**src/rtl/uart_programmer.sv**
```systemverilog
// UART boot loader: receives little-endian bytes, packs them into 32-bit words and
// drives the instruction ROM / data memory programming port until done.
module uart_programmer #(
  parameter int CLK_FREQ     = 10000000,
  parameter int BAUD         = 625000,
  parameter int OVERSAMPLE   = 16,
  parameter int TIMEOUT_BITS = 64
) (
  input  logic        clk,
  input  logic        rst,
  input  logic        rx_i,
  output logic        upg_wen_o,
  output logic [14:0] upg_adr_o,
  output logic [31:0] upg_dat_o,
  output logic        upg_done_o,
  output logic        busy_o,
  output logic        frame_err_o
);

  localparam int DIV      = CLK_FREQ / (BAUD * OVERSAMPLE);
  localparam int DIV_W    = (DIV > 1) ? $clog2(DIV) : 1;
  localparam int OS_W     = $clog2(OVERSAMPLE);
  localparam int TO_LIMIT = TIMEOUT_BITS * OVERSAMPLE;
  localparam int TO_W     = $clog2(TO_LIMIT + 1);

  localparam logic [DIV_W-1:0] DIV_LAST = DIV_W'(DIV - 1);
  localparam logic [OS_W-1:0]  OS_MID   = OS_W'(OVERSAMPLE / 2 - 1);
  localparam logic [OS_W-1:0]  OS_LAST  = OS_W'(OVERSAMPLE - 1);
  localparam logic [TO_W-1:0]  TO_LAST  = TO_W'(TO_LIMIT - 1);
  localparam logic [14:0]      ADR_LAST = 15'h7FFF;

  typedef enum logic [1:0] {S_IDLE, S_START, S_DATA, S_STOP} state_e;

  state_e            state_q, state_d;
  logic              rx_s1_q, rx_s2_q, rx_prev_q;
  logic [DIV_W-1:0]  div_cnt_q, div_cnt_d;
  logic [OS_W-1:0]   os_cnt_q, os_cnt_d;
  logic [2:0]        bit_idx_q, bit_idx_d;
  logic [7:0]        shreg_q, shreg_d;
  logic [1:0]        byte_idx_q, byte_idx_d;
  logic [23:0]       word_buf_q, word_buf_d;
  logic [31:0]       dat_q, dat_d;
  logic [14:0]       adr_q, adr_d;
  logic [TO_W-1:0]   to_cnt_q, to_cnt_d;
  logic              wen_q, wen_d;
  logic              done_q, done_d;
  logic              busy_q, busy_d;
  logic              err_q, err_d;
  logic              armed_q, armed_d;

  logic tick, sample, shift_en, byte_valid, stop_err, start_edge, timeout_hit;

  assign tick        = (div_cnt_q == DIV_LAST);
  assign start_edge  = (state_q == S_IDLE) && rx_prev_q && !rx_s2_q && !done_q;
  assign timeout_hit = (state_q == S_IDLE) && armed_q && !done_q && tick && (to_cnt_q == TO_LAST);

  always_ff @(posedge clk or posedge rst) begin
    if (rst) state_q <= S_IDLE;
    else     state_q <= state_d;
  end

  // Timeout takes priority over a start edge arriving in the same cycle.
  always_comb begin
    state_d = state_q;
    unique case (state_q)
      S_IDLE:  if (start_edge && !timeout_hit) state_d = S_START;
      S_START: if (sample) state_d = rx_s2_q ? S_IDLE : S_DATA;
      S_DATA:  if (sample && bit_idx_q == 3'd7) state_d = S_STOP;
      S_STOP:  if (sample) state_d = S_IDLE;
      default: state_d = S_IDLE;
    endcase
  end

  // NOTE: every combinational output gets a default first so no latch is inferred.
  always_comb begin
    sample     = 1'b0;
    shift_en   = 1'b0;
    byte_valid = 1'b0;
    stop_err   = 1'b0;
    unique case (state_q)
      S_START: sample = tick && (os_cnt_q == OS_MID);
      S_DATA: begin
        sample   = tick && (os_cnt_q == OS_LAST);
        shift_en = sample;
      end
      S_STOP: begin
        sample     = tick && (os_cnt_q == OS_LAST);
        byte_valid = sample && rx_s2_q && !done_q;
        stop_err   = sample && !rx_s2_q && !done_q;
      end
      default: ;
    endcase
  end

  always_comb begin
    div_cnt_d  = tick ? '0 : div_cnt_q + 1'b1;
    os_cnt_d   = os_cnt_q;
    bit_idx_d  = bit_idx_q;
    shreg_d    = shreg_q;
    byte_idx_d = byte_idx_q;
    word_buf_d = word_buf_q;
    dat_d      = dat_q;
    adr_d      = adr_q;
    to_cnt_d   = to_cnt_q;
    wen_d      = 1'b0;
    done_d     = done_q;
    busy_d     = busy_q;
    err_d      = err_q;
    armed_d    = armed_q;

    if (state_q == S_IDLE || sample) os_cnt_d = '0;
    else if (tick)                   os_cnt_d = os_cnt_q + 1'b1;

    if (state_q == S_IDLE) bit_idx_d = '0;
    else if (shift_en)     bit_idx_d = bit_idx_q + 1'b1;

    if (shift_en) shreg_d = {rx_s2_q, shreg_q[7:1]};

    if (byte_valid) begin
      armed_d    = 1'b1;
      byte_idx_d = byte_idx_q + 1'b1;
      unique case (byte_idx_q)
        2'd0: word_buf_d[7:0]   = shreg_q;
        2'd1: word_buf_d[15:8]  = shreg_q;
        2'd2: word_buf_d[23:16] = shreg_q;
        default: begin
          dat_d = {shreg_q, word_buf_q};
          wen_d = 1'b1;
        end
      endcase
    end

    if (stop_err) err_d = 1'b1;

    // The address advances after the strobe; the final slot ends the session instead.
    if (wen_q) begin
      if (adr_q == ADR_LAST) done_d = 1'b1;
      else                   adr_d  = adr_q + 1'b1;
    end

    if (state_q != S_IDLE || !armed_q || done_q || (rx_prev_q && !rx_s2_q)) to_cnt_d = '0;
    else if (tick)                                                         to_cnt_d = to_cnt_q + 1'b1;

    if (timeout_hit) begin
      done_d = 1'b1;
      if (byte_idx_q != 2'd0) err_d = 1'b1;
    end

    if (start_edge) busy_d = 1'b1;
    if (done_d)     busy_d = 1'b0;
  end

  // NOTE: sequential state uses non-blocking assignments so all flops update together.
  always_ff @(posedge clk or posedge rst) begin
    if (rst) begin
      rx_s1_q    <= 1'b1;
      rx_s2_q    <= 1'b1;
      rx_prev_q  <= 1'b1;
      div_cnt_q  <= '0;
      os_cnt_q   <= '0;
      bit_idx_q  <= '0;
      shreg_q    <= '0;
      byte_idx_q <= '0;
      word_buf_q <= '0;
      dat_q      <= '0;
      adr_q      <= '0;
      to_cnt_q   <= '0;
      wen_q      <= 1'b0;
      done_q     <= 1'b0;
      busy_q     <= 1'b0;
      err_q      <= 1'b0;
      armed_q    <= 1'b0;
    end else begin
      rx_s1_q    <= rx_i;
      rx_s2_q    <= rx_s1_q;
      rx_prev_q  <= rx_s2_q;
      div_cnt_q  <= div_cnt_d;
      os_cnt_q   <= os_cnt_d;
      bit_idx_q  <= bit_idx_d;
      shreg_q    <= shreg_d;
      byte_idx_q <= byte_idx_d;
      word_buf_q <= word_buf_d;
      dat_q      <= dat_d;
      adr_q      <= adr_d;
      to_cnt_q   <= to_cnt_d;
      wen_q      <= wen_d;
      done_q     <= done_d;
      busy_q     <= busy_d;
      err_q      <= err_d;
      armed_q    <= armed_d;
    end
  end

  assign upg_wen_o   = wen_q;
  assign upg_adr_o   = adr_q;
  assign upg_dat_o   = dat_q;
  assign upg_done_o  = done_q;
  assign busy_o      = busy_q;
  assign frame_err_o = err_q;

endmodule

```
**config.mk**
```make
export PLATFORM = sky130hd
export DESIGN_NAME = uart_programmer
export DESIGN_NICKNAME = d
export VERILOG_FILES = /design/src/rtl/uart_programmer.sv
export SDC_FILE = /design/constraint.sdc
export NUM_CORES = 1
export LEC_CHECK = 0
export CAP_MARGIN = 10
export CORE_AREA = 5 5 107 109
export CTS_BUF_LIST = sky130_fd_sc_hd__clkbuf_4 sky130_fd_sc_hd__clkbuf_8 sky130_fd_sc_hd__clkbuf_16
export CTS_CLUSTER_SIZE = 25
export DETAILED_ROUTE_END_ITERATION = 8
export DIE_AREA = 0 0 112 114
export GPL_TIMING_DRIVEN = 0
export PLACE_DENSITY_LB_ADDON = 0.08
export SLEW_MARGIN = 20
export SYNTH_ARGS = -nofsm -noshare
export SYNTH_HDL_FRONTEND = slang
export SYNTH_SLANG_ARGS = --single-unit
```
**constraint.sdc**
```tcl
create_clock -name clk -period 9.4 [get_ports clk]
set_input_delay 2.82 -clock clk [delete_from_list [all_inputs] [get_ports clk]]
set_output_delay 2.82 -clock clk [all_outputs]
set_load 0.005 [all_outputs]
```
== Word-level counts from Yosys, hierarchy flattened ==
Index checks and enable logic that the tools add are counted.
Word-level totals
  bits of input ports: 3
  output and inout bits: 51
  register bits after elaboration: 110
Operators by class
  reductions and logical operators: 38
  eq/ne operators: 16
  add/sub/neg operators: 6
  bitwise gates (word level): 3
  mux-type cells: 27
Operator list (count)
  2-to-1 mux 11 bit: 2
  logical AND 1 bit: 16
  adder 15 x 1 -> 15 bit (second input constant): 1
  equality test 15 bit (second input constant): 1
  2-to-1 mux 1 bit: 14
  adder 11 x 1 -> 11 bit (second input constant): 1
  equality test 11 x 10 -> 1 bit (second input constant): 1
  2-to-1 mux 2 bit: 5
  AND reduction 2 bit: 5
  2-to-1 mux 4 bit: 2
  one-hot mux 2 bit (4 select lines): 1
  nonzero test 2 bit: 4
  equality test 2 bit (second input constant): 3
  2-to-1 mux 3 bit: 2
  != test 2 x 1 -> 1 bit (second input constant): 3
  != test 2 bit (second input constant): 3
  adder 4 x 1 -> 4 bit (second input constant): 1
  equality test 2 x 1 -> 1 bit (second input constant): 2
  equality test 4 x 3 -> 1 bit (second input constant): 1
  equality test 4 bit (second input constant): 1
  zero test 1 bit: 4
  zero test 2 bit: 2
  logical OR 1 bit: 4
  AND reduction 4 bit: 1
  other kinds (8): 10

== Logic depth before layout (Yosys ltp) ==
  depth after elaboration: 9
  mapped depth: 6
  depth with buffers taken out: 5

== Worst setup path after synthesis ==
OpenSTA, ideal clock, no wires.
  kind: register to output
  from: reg done_q, in the netlist upg_done_o
  to: out upg_done_o
  stages on the path, launching flop included: 1
  arrival time: 0.442 ns
  setup slack: 6.138 ns
  path buffers: 0
  required time: 6.580 ns
  path through: dfrtp_1
RTL lines
  start, declared: line 46  | logic done_q, done_d;
  start signal, assigned: line 187  | done_q <= done_d;
  end, declared: line 15  | output logic upg_done_o,
No word-level cell between the ends.

== Final worst setup path ==
  from: reg done_q, in the netlist upg_done_o
  to: out upg_done_o
No word-level cell between the ends.

==> impl_metrics.json <==
{
  "status": "finished, final reports clean",
  "seq_area_frac_synth_pct": 59.34,
  "grt_max_degree": 73,
  "cp-end-kind": "output pin",
  "nNetsFinal": 411,
  "min_path_type": "flop to flop",
  "antenna_found_initial": 0,
  "slowest_delay_ps": 570,
  "whs_ps": 360.1,
  "synth-simple-area-share_pct": 10.60,
  "worstPathArrival_ps": 1460,
  "crit_type": "flop to output pin",
  "syn-cell-area_um2": 4603,
  "synthXorXnorAreaFrac_pct": 3.805,
  "skew_ps": 18.72,
  "grt_setup_unrepaired": "no",
  "cts_root_buf": "clkbuf_8",
  "yosys_warnings": 0,
  "clk_pin_slew_ps": 100,
  "grt.met2_usage_pct": 22.50,
  "synthMuxAreaShare_pct": 18.48,
  "postRouteWirelength_mm": 8.543,
  "maxCapViolCount": 0,
  "first_global_vias": 2944,
  "detail_route.drc_violations": 0,
  "finalSetupTns_ps": 0,
  "seqCellArea_um2": 2731,
  "worstPathRequired_ps": 6580,
  "synth_compound_area_share_pct": 3.588,
  "first_pass_iters": 4,
  "grt_pass1_wl_mm": 14.83,
  "gr-usage-met1_pct": 20.15,
  "die_h_um": 114,
  "cts_htree_levels": 3,
  "syn-num-nets": 346,
  "synth-async-reset-ratio_pct": 100.0,
  "synth_cell_types": 46,
  "synthCells": 334,
  "dieArea_um2": 12770,
  "use_met3_pct": 4.562,
  "cp_slowest_cell": "clkdlybuf4s50_1",
  "drtAntennaViolNets": 0,
  "vias": 2718,
  "multi_input_area_um2": 1792,
  "critPathTopFamily": "buffers and inverters",
  "crit_buf_inv": 1,
  "clk_latency_ps": 360,
  "ys_ff_latch": 109,
  "io_buffers": 53,
  "drive_above_1_share_pct": 24.32,
  "synth-edff-count": 0,
  "mostFrequentLayoutCells": "106 x dfrtp_1, 53 x clkdlybuf4s50_1, 36 x mux2_2",
  "cts_made_buffers": 9,
  "fmax_mhz": 233.8,
  "track_usage_pct": 14.49,
  "dp.cells": 528,
  "worst_slew_pin_slew_ps": 652.5,
  "finalPower_w": 0.0008056,
  "power_density_nw_per_um2": 145.5,
  "ctsLongestPathBuffers": 2,
  "setup-violations-final": 0,
  "crit_fanout": 7,
  "io_pins": 54,
  "finalMaxSlewViolations": 0,
  "path_cells": "clkdlybuf4s50_1",
  "fin_crit_ps": 4277,
  "die_x_um": 112,
  "wire_per_inst_um": 15.73,
  "mostFrequentLayoutCell": "dfrtp_1",
  "rrSetupSlack_ps": 7200,
  "cts_resized": 0,
  "gp_congestion": 0.7863,
  "post-cts-setup-buffers": 0,
  "synth_flop_cell": "dfrtp_1",
  "antenna_cells": 0,
  "slew_headroom_pct": 56.16,
  "final_cells": 543,
  "leakage_nw": 2.666,
  "synthToLayoutAreaGrowth_pct": 20.30,
  "ir_drop_v": 0.00008817,
  "synth_area_per_cell_um2": 13.78,
  "hold_viol": 0,
  "drtIter0Drc": 74,
  "synth_top_family_by_area": "multiplexers",
  "detailed_place_hpwl_mm": 5.728,
  "cts_hold_buf": 0,
  "synth_fa_ha_area_share_pct": 2.446,
  "core-area_um2": 10510,
  "row_count": 38,
  "period_share_pct": 45.50,
  "grt_overflow": 0,
  "vias_per_cell": 5.006,
  "cp-start-kind": "flop",
  "cts_tree": "yes",
  "cts_sinks": 109,
  "start_util_pct": 43.81,
  "grt_busiest_layer": "met2",
  "n_fill_cell": 923
}
[metal layers]
layer  share of wire [%]  vias to the layer above  routed length (um)
li1                    -                     1300                   -
met1                  49                     1372                4223
met2                  45                       40                3881
met3                 4.3                        6                 364
met4                0.87                        0                  74
met5                   0                        -                   0
[sequential cells by signal (all words and copies together), names as in the netlist, 2 cells and up, named ones only]
signal,flops
bit_idx_q,3
byte_idx_q,2
os_cnt_q,4
shreg_q,8
to_cnt_q,11
upg_adr_o,15
upg_dat_o,32
word_buf_q,24
[cell usage after synthesis (all sizes together) (7+ instances only)]
library cell / number / area (um^2)
o21ai: 9 / 45.04
nor2: 23 / 86.33
xnor2: 11 / 96.34
ha: 9 / 112.6
dfrtp: 106 / 2653
xor2: 9 / 78.83
inv: 9 / 33.78
a21oi: 7 / 35.03
nand2: 20 / 90.09
nand3: 11 / 60.06
mux2: 65 / 840.8
[cell type report]
class                           count  share of cell area, %
Timing Repair Buffer               54                  10.08
Inverter                            9                 0.7004
Multi-Input combinational cell    210                  32.35
Sequential cell                   109                  49.32
Buffer                              6                 0.8360
Tap cell                          140                  3.163
Clock inverter                      6                  1.310
Clock buffer                        9                  2.237
[where the power goes]
part | switching (W) | internal (W) | leakage, nW
registers | 0.00000911 | 0.000477 | 1.50
clock network | 0.000160 | 0.000124 | 0.0895
logic | 0.0000222 | 0.0000136 | 1.07
total | 0.000191 | 0.000614 | 2.67
[logic make-up after synthesis]
group           after synthesis
xor+xnor                     20
mux                          66
fa+ha+maj                     9
flops                       109
buf+inv                      15
simple gates                 89
compound gates               26
[path summary, 6_finish.rpt]
| path | from | to | cells after the start |
|---|---|---|---|
| max | upg_done_o | upg_done_o | 1 |
| min | rx_s1_q | rx_s2_q | 0 |
| max reg2reg | os_cnt_q[0] | upg_dat_o[7] | 6 |
| min reg2reg | rx_s1_q | rx_s2_q | 0 |
| max in group asynchronous | rst | async pin | 3 |
| min in group asynchronous | rst | upg_adr_o[13] | 2 |
[stage by stage]
step | area, um^2 | util, % | setup slack, ps
finish | 5538 | 52.70 | 5123
global route | 5538 | 52.70 | 5043
CTS | 5538 | 52.70 | 5084
detailed placement | 5341 | 50.83 | 5494
global placement | 5309 | 50.52 | 2045
floorplan | 4603 | - | 3711
Note: power is estimated with default switching activity, not from simulation.
